## config.mk

```make
export PLATFORM = sky130hd
export DESIGN_NAME = uart_tx_arbiter
export DESIGN_NICKNAME = d
export VERILOG_FILES = /design/src/rtl/uart_tx_arbiter.sv
export SDC_FILE = /design/constraint.sdc
export NUM_CORES = 1
export LEC_CHECK = 0
export ABC_CLOCK_PERIOD_IN_PS = 2500
export BUFFER_PORTS_ARGS = -buffer_cell sky130_fd_sc_hd__buf_4
export CELL_PAD_IN_SITES_DETAIL_PLACEMENT = 2
export CELL_PAD_IN_SITES_GLOBAL_PLACEMENT = 2
export CORE_MARGIN = 1.5
export CORE_UTILIZATION = 26
export DETAILED_ROUTE_END_ITERATION = 10
export HOLD_SLACK_MARGIN = 0.12
export PLACE_DENSITY = 0.86
export SLEW_MARGIN = 20
export SYNTH_ARGS = -nofsm -noshare
export SYNTH_HDL_FRONTEND = slang
export SYNTH_SLANG_ARGS = --single-unit
export TNS_END_PERCENT = 100
```

## constraint.sdc

```tcl
create_clock -name clk -period 2.5 [get_ports clk]
set_clock_uncertainty 0.15 [all_clocks]
set_input_delay 0.125 -clock clk [delete_from_list [all_inputs] [get_ports clk]]
set_output_delay 0.125 -clock clk [all_outputs]
set_load 0.02 [all_outputs]
```

## src/rtl/uart_tx_arbiter.sv

```systemverilog
// Round-robin, packet-granular arbiter sharing one transmitter write port among N_REQ byte lanes.
// Optional feature: define UART_ARB_HDR_EN to emit a header byte (8'hA0 | owner) before each grant's data.
module uart_tx_arbiter #(
    parameter int N_REQ   = 4,
    parameter int MAX_PKT = 64
) (
    input  logic                 clk,
    input  logic                 srst,
    input  logic [N_REQ-1:0]     req_valid,
    input  logic [8*N_REQ-1:0]   req_data,
    input  logic [N_REQ-1:0]     req_last,
    output logic [N_REQ-1:0]     req_ready,
    output logic [7:0]           tx_din,
    output logic                 tx_wr_en,
    input  logic                 tx_full,
    output logic [N_REQ-1:0]     grant,
    output logic                 busy,
    output logic                 ovf_err
);
    localparam int IW = (N_REQ > 1) ? $clog2(N_REQ) : 1;

    typedef enum logic [1:0] {
        IDLE,
`ifdef UART_ARB_HDR_EN
        HEADER,
`endif
        XFER
    } state_t;

    state_t           state, state_n;
    logic [N_REQ-1:0] grant_n;
    logic [IW-1:0]    owner, owner_n;
    logic [IW-1:0]    rr_ptr, rr_n;
    logic [7:0]       byte_cnt, cnt_n, cnt_inc;
    logic             ovf_n;
    logic             pick_found;
    logic [IW-1:0]    pick;
    logic [7:0]       lane_data;
    logic             xfer, last_hit, max_hit;

    // First valid lane at or after rr_ptr, wrapping modulo N_REQ.
    always_comb begin
        pick_found = 1'b0;
        pick       = '0;
        for (int i = 0; i < N_REQ; i++) begin
            if (!pick_found && req_valid[(int'(rr_ptr) + i) % N_REQ]) begin
                pick_found = 1'b1;
                pick       = IW'((int'(rr_ptr) + i) % N_REQ);
            end
        end
    end

    assign lane_data = req_data[int'(owner)*8 +: 8];
    assign xfer      = (state == XFER) && req_valid[owner] && !tx_full;
    assign last_hit  = req_last[owner];
    assign cnt_inc   = byte_cnt + 8'd1;
    assign max_hit   = (cnt_inc == 8'(MAX_PKT));
    assign busy      = (state != IDLE);

    always_comb begin
        tx_wr_en  = 1'b0;
        tx_din    = 8'h00;
        req_ready = '0;
        state_n   = state;
        grant_n   = grant;
        owner_n   = owner;
        rr_n      = rr_ptr;
        cnt_n     = byte_cnt;
        ovf_n     = 1'b0;
        case (state)
            IDLE: begin
                if (pick_found) begin
                    grant_n       = '0;
                    grant_n[pick] = 1'b1;
                    owner_n       = pick;
                    cnt_n         = 8'd0;
`ifdef UART_ARB_HDR_EN
                    state_n       = HEADER;
`else
                    state_n       = XFER;
`endif
                end
            end
`ifdef UART_ARB_HDR_EN
            HEADER: begin
                if (!tx_full) begin
                    tx_wr_en = 1'b1;
                    tx_din   = 8'hA0 | 8'(owner);
                    state_n  = XFER;
                end
            end
`endif
            XFER: begin
                if (xfer) begin
                    tx_wr_en         = 1'b1;
                    tx_din           = lane_data;
                    req_ready[owner] = 1'b1;
                    cnt_n            = cnt_inc;
                    // A byte that is both last and the MAX_PKT-th is a normal release.
                    if (last_hit || max_hit) begin
                        state_n = IDLE;
                        grant_n = '0;
                        rr_n    = (int'(owner) == N_REQ-1) ? '0 : owner + 1'b1;
                        ovf_n   = !last_hit;
                    end
                end
            end
            default: state_n = IDLE;
        endcase
    end

    always_ff @(posedge clk) begin
        if (srst) begin
            state    <= IDLE;
            grant    <= '0;
            owner    <= '0;
            rr_ptr   <= '0;
            byte_cnt <= 8'd0;
            ovf_err  <= 1'b0;
        end else begin
            state    <= state_n;
            grant    <= grant_n;
            owner    <= owner_n;
            rr_ptr   <= rr_n;
            byte_cnt <= cnt_n;
            ovf_err  <= ovf_n;
        end
    end
endmodule

```

==> results of run 1 <==
-- path summary, 6_finish.rpt --
kind	startpoint	cells past startpoint	slack (ns)	end
max	owner[0]	6	0.31	rr_ptr[1]
min reg2reg	grant[0]	2	0.33	grant[0]
max reg2reg	owner[0]	6	0.31	rr_ptr[1]
min	req_last[0]	3	0.18	ovf_err
-- layer usage --
metal  track usage [%]  vias up
met5                 0        -
met1             19.80      659
met2             33.04       33
li1                  -      649
met3             2.981        0
met4             2.469        0
-- final cells by class --
| class | instances | area (µm²) | area share, % |
|---|---|---|---|
| Inverter | 8 | 30.03 | 1.573 |
| Clock buffer | 3 | 41.29 | 2.163 |
| Timing Repair Buffer | 66 | 498.0 | 26.08 |
| Tap cell | 67 | 83.83 | 4.391 |
| Sequential cell | 18 | 360.3 | 18.87 |
| Multi-Input combinational cell | 107 | 895.9 | 46.92 |
-- Yosys cell counts, drive strengths merged, types with 4 or more instances --
cell type	count
nand2	5
inv	8
nand3b	6
dfxtp	18
ha	5
a21oi	11
nor2	9
nor3	7
mux4	10
clkbuf	4
and2	15
o21ai	7
-- worst register-to-register path, cell delays in order (launching register included) --
cell      delay (ns)
dfxtp_1         0.35
mux4_2          0.54
nand3b_4        0.19
inv_2           0.19
and2_4          0.21
or2_4           0.25
a31o_1          0.21
-- what timing repair did --
| item | 4_1_cts | 5_1_grt |
|---|---|---|
| resized for setup | 0 | 0 |
| setup endpoints to repair | 0 | 0 |
| hold buffers | 1 | 0 |
| endpoints found under the hold margin | 13 | 0 |
-- cells in the final DEF, fill, tap and decap left out, types with 2 or more instances in the layout --
master / count
nand2_1: 5
nand3b_1: 5
a211oi_1: 2
nor3b_1: 2
mux4_2: 10
o21ai_0: 7
inv_1: 7
nor3_1: 7
clkbuf_8: 3
a41oi_1: 2
nand2b_1: 2
buf_4: 65
a31oi_1: 3
dfxtp_1: 18
ha_1: 5
nor2_1: 9
and3_1: 2
and2_1: 14
a22o_1: 2
a21oi_1: 11
-- power by group through the flow --
stage | clock, mW | combinational [mW] | sequential, mW
2_1_floorplan | 0 | 0.102 | 0.313
3_3_place_gp | 0 | 0.197 | 0.310
3_5_place_dp | 0 | 0.205 | 0.310
4_1_cts | 0.215 | 0.207 | 0.303
5_1_grt | 0.231 | 0.221 | 0.304
6_report | 0.207 | 0.203 | 0.303
-- registers in the layout, indices dropped and copies added, names as in the netlist --
| register | count |
|---|---|
| state | 1 |
| rr_ptr | 2 |
| owner | 2 |
| grant | 4 |
| ovf_err | 1 |
| byte_cnt | 8 |
-- metrics by stage --
step           instance area (µm²)  utilization (%)
2_1_floorplan                 1314                -
3_3_place_gp                  1858            38.82
3_5_place_dp                  1858            38.82
4_1_cts                       1909            39.90
5_1_grt                       1909            39.90
6_report                      1909            39.90
-- kinds of logic after synthesis --
logic type	Yosys count
muxes	11
xor gates and xnor gates	1
and+or+nand+nor	55
AOI/OAI and AO/OA	35
buffers and inverters	15
adders and majority gates	5
DFF	18
==> out/results.tsv, run 1 <==
stage	metric	value	unit
die	ios	62	
worst_setup_path	critical-path-max-stage-delay	0.54	ns
place	portBuffers	61	
global_routing	grt_pass1_vias	1434	
worst_setup_path	cp-start-kind	register	
timing	rsz0062_at_grt	no	
routing	wl_met1	1.783	mm
routing	post_drt_wl_per_cell	16.83	µm
power_and_ir_drop	seqPwrFrac	42.5	%
synthesis	async_reset_ff_share	0	%
clock_tree	clock-sinks	18	
clock_tree	cts_root_buf	clkbuf_8	
power_and_ir_drop	power_leakage	0.8064	nW
synthesis	synthAdderAreaFrac	4.762	%
timing	fmax	457.6	MHz
status	status	finished clean	
routing	viasPerCell	4.985	
global_routing	antenna_found_initial	0	
worst_setup_path	cp_top_family	simple AND/OR/NAND/NOR gates	
synthesis	synthMuxAreaShare	17.90	%
synthesis	synth_xor_area_share	0.6667	%
cells_and_area	drive_gt1_share	42.08	%
worst_setup_path	required	2.50	ns
timing	fin_crit_sh	87.42	%
timing	tightestPinTransition	0.6941	ns
place	post-place-cells	265	
die	core_area	4786	µm²
worst_setup_path	cp_cell_sequence	mux4_2 -> nand3b_4 -> inv_2 -> and2_4 -> or2_4 -> a31o_1	
cells_and_area	area_growth	45.33	%
power_and_ir_drop	clockPowerShare	29.1	%
worst_setup_path	critical_path.max_fanout	22	
synthesis	synth_edf_count	0	
timing	setup_violations	0	
power_and_ir_drop	powerDensity	373.6	nW/µm²
routing	antenna_left	0	
global_routing	gr-usage-all-layers	17.08	%
routing	dr_wl_met3	224	µm
synthesis	synth_fp_nets	188	
die	die_h	74.09	µm
synthesis	synth_top_family_by_area	simple AND/OR/NAND/NOR gates	
power_and_ir_drop	p_comb_share	28.4	%
power_and_ir_drop	intPower	0.5126	mW
cells_and_area	fillers	545	
routing	drt-pass1-iter-count	4	
routing	wirelength	4.527	mm
clock_tree	cts_buffers	3	
min_path	hold_path_class	in -> reg	
run	cap_violations	0	
synthesis	ys_seq_area_share	27.43	%
synthesis	synth_flop_cell	dfxtp_1	
synthesis	ys_top_cells_by_area	dfxtp_1 27%, mux4_2 17%, and2_1 6.7%	
die	die-area	5489	µm²
timing	fin_tns_setup	0	ns
global_routing	grt-ovfl-total	0	
synthesis	synth_cells	140	
power_and_ir_drop	power_switching	0.2008	mW
synthesis	ys_ff_latch	18	
synthesis	synthSimpleGateAreaFrac	25.71	%
power_and_ir_drop	total_power	0.7134	mW
timing	drv_slew	0	
clock_tree	clock_tree.buffer_depth	2	
cells_and_area	instances_no_fill	269	
timing	fin_ws	0.3146	ns
synthesis	yosysUniqueCellTypes	41	
worst_setup_path	worst-setup-path-type	reg -> reg	
synthesis	synth-compound-area-share	19.14	%
worst_setup_path	path_buf_inv	1	
die	die_w	74.09	µm
timing	post-route-min-period	2.185	ns
clock_tree	clkLatencyLatePin	0.25	ns
place	post-dp-hpwl	3.701	mm
clock_tree	htreeDepth	1	
power_and_ir_drop	p_sw_share	28.15	%
synthesis	synth_top_area_cell	dfxtp_1	
place	dp_slack	0.3107	ns
power_and_ir_drop	vdd_drop_max	0.2890	mV
die	num_rows	25	
worst_setup_path	cpMaxStageDelayCell	mux4_2	
routing	first_iter_violations	48	
routing	routed.top_layer	met3	
clock_tree	post_cts_buffers	0	
synthesis	synth_area	1314	µm²
cells_and_area	antenna_cells	0	
synthesis	synth_top_area_share	27.43	%
clock_tree	cts_tree	yes	
routing	num_vias	1341	
routing	remaining_drc_errors	0	
timing	holdWs	0.1766	ns
routing	wl_met2	2.518	mm
synthesis	yosys_warnings	0	
cells_and_area	fin_nets	252	
worst_setup_path	cp.arrival	2.19	ns
timing	slew_headroom	53.73	%
timing	hold_viol_final	0	
global_routing	grt_pass1_wl	7.155	mm
die	start_util	27.45	%
worst_setup_path	critical_path.endpoint_type	register	
clock_tree	path_clk_slew	0.07	ns
place	place_congestion	0.7009	
synthesis	syn_avg_cell_area	9.384	µm²
global_routing	grt_max_degree	23	
Note: power is estimated with default switching activity, not from simulation.
==> run 2: changes to the inputs <==
Settings changed: ABC_CLOCK_PERIOD_IN_PS 2500 to 2100.
Clock period 2.5 ns to 2.1 ns, I/O delays scaled along.
==> run 2 against run 1 <==
- critical path depth did not move
- first-iteration DRC count did not move
- combinational power rose by 30%
- cell count rose by 2.6%
- non-clock buffer count grew 6
- final area grew 5.5%
- flip-flop and latch count is the same
- utilization grew 2.2 points
- routed wire length is 13% higher
- via count rose by 5.1%
- clock-buffer cell count is 1 higher
- sequential power rose by 19%
- critical endpoint is now req_ready[3]
==> out/results.tsv, run 2 (synthesis gave the netlist of run 1 again) <==
stage	metric	value	unit	change
status	status	finished clean		
timing	fin_crit_sh	97.97	%	
routing	antenna_left	0		unchanged
routing	dr_wl_met3	236	µm	+5.4%
cells_and_area	final_area	2014	µm²	+5.5%
power_and_ir_drop	p_comb_share	28.7	%	+0.3 points
die	core_area	4786	µm²	unchanged
timing	drv_slew	0		unchanged
routing	wirelength	5.119	mm	+13%
die	num_rows	25		unchanged
timing	slew_headroom	63.81	%	+10 points
cells_and_area	final_core_util	42.09	%	+2.2 points
global_routing	grt_max_degree	21		-8.7%
power_and_ir_drop	clockPowerShare	32.2	%	+3.1 points
global_routing	grt_pass1_wl	7.238	mm	+1.2%
timing	fin_ws	0.04256	ns	-0.2720 ns
timing	fmax	486.0	MHz	
cells_and_area	largest_reg_flops	8		unchanged
place	portBuffers	61		unchanged
routing	viasPerCell	5.105		+2.4%
worst_setup_path	critical_path.endpoint_type	output pin		
clock_tree	htreeDepth	1		unchanged
power_and_ir_drop	power_leakage	0.8503	nW	+5.4%
clock_tree	cts_root_buf	clkbuf_8		
timing	rsz0062_at_grt	yes		
routing	remaining_drc_errors	0		unchanged
die	die-area	5489	µm²	unchanged
global_routing	grt_pass1_vias	1439		+0.35%
worst_setup_path	worst-setup-path-type	reg -> out		
worst_setup_path	path_buf_inv	3		+2
global_routing	grt-ovfl-total	0		unchanged
routing	drt-pass1-iter-count	3		-1
min_path	min_path_cells	3		unchanged
place	post-place-cells	269		+1.5%
timing	post-route-min-period	2.057	ns	
clock_tree	clock-sinks	18		unchanged
clock_tree	cts_tree	yes		
die	die_h	74.09	µm	unchanged
cells_and_area	antenna_cells	0		unchanged
routing	first_iter_violations	48		unchanged
global_routing	antenna_found_initial	0		unchanged
place	post-dp-hpwl	3.883	mm	+4.9%
power_and_ir_drop	power_switching	0.2584	mW	+29%
worst_setup_path	cp_top_family	multiplexers		
worst_setup_path	cp-start-kind	register		
worst_setup_path	worstRegToRegCells	7		+1
timing	setup_violations	0		unchanged
clock_tree	cts_buffers	3		unchanged
die	ios	62		unchanged
clock_tree	path_clk_slew	0.08	ns	about the same
worst_setup_path	worst-path-stages	6		unchanged
cells_and_area	fillers	525		-3.7%
clock_tree	clkLatencyLatePin	0.26	ns	about the same
worst_setup_path	critical-path-max-stage-delay	0.53	ns	about the same
cells_and_area	instances_no_fill	276		+2.6%
worst_setup_path	cp_cell_sequence	mux4_2 -> nand3b_4 -> inv_2 -> buf_12 -> and2_1 -> buf_4		
worst_setup_path	required	1.85	ns	-0.65 ns
power_and_ir_drop	vdd_drop_max	0.2579	mV	-11%
place	place_congestion	0.7363		+5.1%
worst_setup_path	critical_path.max_fanout	18		-18%
cells_and_area	largestRegisters	byte_cnt (8), grant (4)		
worst_setup_path	cpMaxStageDelayCell	mux4_2		
power_and_ir_drop	p_sw_share	28.09	%	-0.059 points
run	cap_violations	0		unchanged
cells_and_area	final_cell_mix	69 x buf_4, 16 x dfxtp_1, 14 x and2_1, 11 x a21oi_1, 10 x mux4_2		
routing	wl_met2	2.919	mm	+16%
place	dp_slack	0.05277	ns	-0.2580 ns
cells_and_area	area_growth	53.33	%	
cells_and_area	regArea	362.8	µm²	+0.69%
worst_setup_path	cp.arrival	1.80	ns	-0.39 ns
power_and_ir_drop	intPower	0.6617	mW	+29%
cells_and_area	mostFrequentLayoutCell	buf_4		
routing	num_vias	1409		+5.1%
worst_setup_path	reg2reg_slack	0.05	ns	-0.26 ns
die	start_util	27.45	%	unchanged
cells_and_area	fin_nets	258		+2.4%
clock_tree	clock_tree.buffer_depth	2		unchanged
cells_and_area	multi_input_area	923.4	µm²	+3.1%
timing	hold_viol_final	0		unchanged
routing	routed.top_layer	met4		
routing	post_drt_wl_per_cell	18.55	µm	+10%
power_and_ir_drop	powerDensity	456.8	nW/µm²	+22%
timing	holdWs	0.1297	ns	-0.04696 ns
cells_and_area	largest-register	byte_cnt		
routing	wl_met1	1.945	mm	+9.1%
global_routing	gr-usage-all-layers	17.39	%	+0.32 points
die	die_w	74.09	µm	unchanged
cells_and_area	drive_gt1_share	45.93	%	+3.9 points
min_path	hold_path_class	in -> reg		
timing	tightestPinTransition	0.5408	ns	-0.1533 ns
power_and_ir_drop	seqPwrFrac	39.1	%	-3.4 points
place	dpl_cell_area	1888	µm²	+1.6%
run 2: cell types whose count changed in the layout (fill, tap and decap cells not counted), sizes merged:
cell | before | now
buf | 65 | 71
clkbuf | 3 | 4
run 2: worst min-delay path: stages:
cell and delay, ns:
buf_4 0.07, mux4_2 0.26, nor3b_1 0.06
run 2: per-stage QoR:
| step | setup TNS (ns) | power, mW |
|---|---|---|
| after detailed placement | 0 | 0.6191 |
| after CTS | 0 | 0.9155 |
| final | 0 | 0.9202 |
| after global placement | 0 | 0.6090 |
| after floorplan | 0 | 0.4939 |
| after global routing | -0.07892 | 0.9604 |
run 2: area by class of cell:
class / instances / area share (%)
flip-flops and latches: 18 / 18.01
well taps: 67 / 4.161
clock buffers: 4 / 2.733
repair buffers: 72 / 27.76
inverters: 8 / 1.491
multi-input cells: 107 / 45.84
run 2: path summary, 6_finish.rpt:
| path | from | to |
|---|---|---|
| worst max register to register | owner[0] | rr_ptr[1] |
| worst min register to register | grant[0] | grant[0] |
| worst min-delay path | req_last[3] | ovf_err |
| worst max-delay path | owner[0] | req_ready[3] |
run 2: layer usage:
metal  global-route usage [%]  vias to the layer above
met5                        0                        -
met4                    4.115                        0
met3                    2.981                        4
met2                    32.24                       33
met1                    20.71                      709
li1                         -                      663
run 2: power groups by stage:
stage	sequential, mW	combinational (mW)	clock (mW)
2_1_floorplan	0.372	0.122	0
6_report	0.360	0.264	0.297
3_5_place_dp	0.367	0.252	0
5_1_grt	0.360	0.284	0.316
4_1_cts	0.359	0.258	0.298
3_3_place_gp	0.366	0.243	0
run 2: what timing repair did:
action | in CTS | in global routing
pin swaps | 0 | 3
endpoints found under the hold margin | 13 | 0
setup buffers | 1 | 1
resized for setup | 2 | 10
hold buffers | 1 | 0
endpoints found under the setup margin | 12 | 7
==> run 3: changes to the inputs <==
Settings changed: CORE_UTILIZATION 26 to 27, CTS_BUF_LIST from default to sky130_fd_sc_hd__clkbuf_8, PLACE_DENSITY 0.86 to 0.89.
==> run 3 against run 2 <==
- non-clock buffer count grew 1
- the flow now finishes with violations (setup timing)
- combinational power grew 3%
- first-iteration DRC count rose by 38%
==> out/results.tsv, run 3 (synthesis gave the netlist of run 1 again) <==
stage	metric	value	unit	change
status	status	finished, violations left		
status	violations	setup timing		
cells_and_area	largestRegisters	byte_cnt (8), grant (4)		
worst_setup_path	critical_path.max_fanout	6		-12
worst_setup_path	cp_cell_sequence	mux4_2 -> nand3b_4 -> buf_6 -> a2111oi_4 -> buf_4 -> or2_4 -> o31ai_2		
die	die_w	72.76	µm	-1.8%
die	core_area	4692	µm²	-2.0%
min_path	hold_path_class	in -> reg		
routing	remaining_drc_errors	0		unchanged
routing	first_iter_violations	66		+38%
cells_and_area	antenna_cells	0		unchanged
min_path	hold_end	byte_cnt[1]		
timing	fin_crit_sh	100.5	%	+2.5 points
routing	wirelength	5.311	mm	+3.8%
worst_setup_path	worst-setup-path-type	reg -> reg		
cells_and_area	regArea	369.1	µm²	+1.7%
clock_tree	cts_tree	yes		
cells_and_area	multi_input_area	915.9	µm²	-0.81%
timing	rsz0062_at_grt	yes		
die	die_h	72.76	µm	-1.8%
cells_and_area	largest-register	byte_cnt		
clock_tree	cts_root_buf	clkbuf_8		
timing	fin_tns_setup	-0.01007	ns	-0.01007 ns
power_and_ir_drop	p_comb_share	29.0	%	+0.3 points
routing	num_vias	1443		+2.4%
worst_setup_path	cp-start-kind	register		
global_routing	grt-ovfl-total	0		unchanged
clock_tree	path_clk_slew	0.08	ns	about the same
global_routing	grt_max_degree	21		unchanged
die	num_rows	25		unchanged
power_and_ir_drop	powerDensity	460.7	nW/µm²	+0.86%
power_and_ir_drop	vdd_drop_max	0.2941	mV	+14%
routing	antenna_left	0		unchanged
cells_and_area	final_cell_mix	65 x buf_4, 15 x dfxtp_1, 14 x and2_1, 11 x a21oi_1, 10 x mux4_2		
place	place_congestion	0.7827		+6.3%
place	post-dp-hpwl	4.055	mm	+4.4%
die	ios	62		unchanged
timing	hold_viol_final	0		unchanged
global_routing	gr-usage-all-layers	19.84	%	+2.4 points
cells_and_area	area_growth	54.19	%	
worst_setup_path	r2r_start	owner[0]		
worst_setup_path	worstRegToRegCells	7		unchanged
clock_tree	clock_tree.buffer_depth	2		unchanged
timing	slew_headroom	64.85	%	+1.0 points
global_routing	grt_pass1_vias	1486		+3.3%
cells_and_area	fin_nets	259		+0.39%
die	die-area	5293	µm²	-3.6%
min_path	min_from	tx_full		
clock_tree	cts_buffers	3		unchanged
power_and_ir_drop	seqPwrFrac	38.6	%	-0.5 points
cells_and_area	fillers	518		-1.3%
timing	drv_slew	0		unchanged
power_and_ir_drop	clockPowerShare	32.4	%	+0.2 points
place	portBuffers	61		unchanged
routing	drt-pass1-iter-count	4		+1
worst_setup_path	cpMaxStageDelayCell	mux4_2		
worst_setup_path	reg2reg_slack	-0.01	ns	-0.06 ns
routing	post_drt_wl_per_cell	20.12	µm	+8.5%
global_routing	grt_pass1_wl	7.935	mm	+9.6%
worst_setup_path	required	2.12	ns	+0.27 ns
die	start_util	28.00	%	+0.55 points
cells_and_area	mostFrequentLayoutCell	buf_4		
timing	fmax	473.9	MHz	-2.5%
timing	fin_ws	-0.01007	ns	-0.05264 ns
timing	setup_violations	1		+1
power_and_ir_drop	p_sw_share	28.87	%	+0.78 points
power_and_ir_drop	total_power	0.9333	mW	+1.4%
worst_setup_path	rr_endpoint	rr_ptr[0]		
routing	viasPerCell	5.466		+7.1%
cells_and_area	drive_gt1_share	47.14	%	+1.2 points
worst_setup_path	cp.arrival	2.13	ns	+0.33 ns
power_and_ir_drop	intPower	0.6639	mW	+0.33%
worst_setup_path	critical_path.endpoint_type	register		
cells_and_area	largest_reg_flops	8		unchanged
clock_tree	clkLatencyLatePin	0.26	ns	about the same
timing	post-route-min-period	2.110	ns	+0.05264 ns
min_path	min_path_cells	5		+2
worst_setup_path	critical-path-max-stage-delay	0.53	ns	about the same
global_routing	antenna_found_initial	0		unchanged
clock_tree	clock-sinks	18		unchanged
timing	tightestPinTransition	0.5253	ns	-0.01550 ns
clock_tree	htreeDepth	1		unchanged
power_and_ir_drop	power_switching	0.2694	mW	+4.3%
power_and_ir_drop	power_leakage	0.8614	nW	+1.3%
run	cap_violations	0		unchanged
run 3: critical path, delay by kind of cell (launching register included):
| family | cells | cell delay, ns |
|---|---|---|
| muxes | 1 | 0.53 |
| and+or+nand+nor | 2 | 0.38 |
| AOI/OAI and AO/OA | 2 | 0.28 |
| buffers and inverters | 2 | 0.31 |
| DFF | 1 | 0.37 |
run 3: layout make-up:
class | count | share of cell area [%]
Inverter | 8 | 1.606
Multi-Input combinational cell | 107 | 45.21
Timing Repair Buffer | 73 | 28.91
Tap cell | 54 | 3.335
Sequential cell | 18 | 18.22
Clock buffer | 4 | 2.718
run 3: metrics by stage:
stage               hold slack [ns]  util (%)  area [µm²]  setup WS [ns]  instances
floorplan                    0.1389         -        1314        0.04604        140
global placement             0.2977     40.05        1879         0.1083        257
detailed placement           0.3027     40.05        1879       0.004418        257
CTS                          0.1325     41.89        1966       0.008128        263
global route                 0.1531     43.17        2026       -0.04655        264
finish                       0.1485     43.17        2026       -0.01007        264
run 3: layer usage:
metal,wire length [µm],vias to the layer above,track usage [%]
met4,65,0,2.096
li1,-,664,-
met1,2142,745,23.31
met3,142,6,3.453
met5,0,-,0
met2,2961,28,38.43
run 3: how the worst max path moves through the flow:
stage               cells after the start  slack (ns)      endpoint      from
finish                                  7       -0.01     rr_ptr[0]  owner[0]
CTS                                     6       0.008  req_ready[3]  owner[0]
detailed placement                      6       0.004      state[0]  owner[0]
global placement                        6        0.11     rr_ptr[1]  owner[0]
floorplan                               6        0.05     rr_ptr[1]  owner[0]
global route                            7       -0.05     rr_ptr[0]  owner[0]
run 3: power groups by stage:
stage | clock network, mW | logic [mW] | registers [mW]
final | 0.303 | 0.271 | 0.360
after global placement | 0 | 0.246 | 0.368
after CTS | 0.313 | 0.264 | 0.361
after detailed placement | 0 | 0.256 | 0.369
after floorplan | 0 | 0.122 | 0.372
after global routing | 0.323 | 0.290 | 0.361
run 3: timing repair:
action                                  4_1_cts  5_1_grt
endpoints found under the setup margin       17       16
setup buffers                                 1        2
resized for setup                             5       14
pin swaps                                     0        4
hold buffers                                  1        0
cloned                                        0        0
endpoints found under the hold margin        13        0
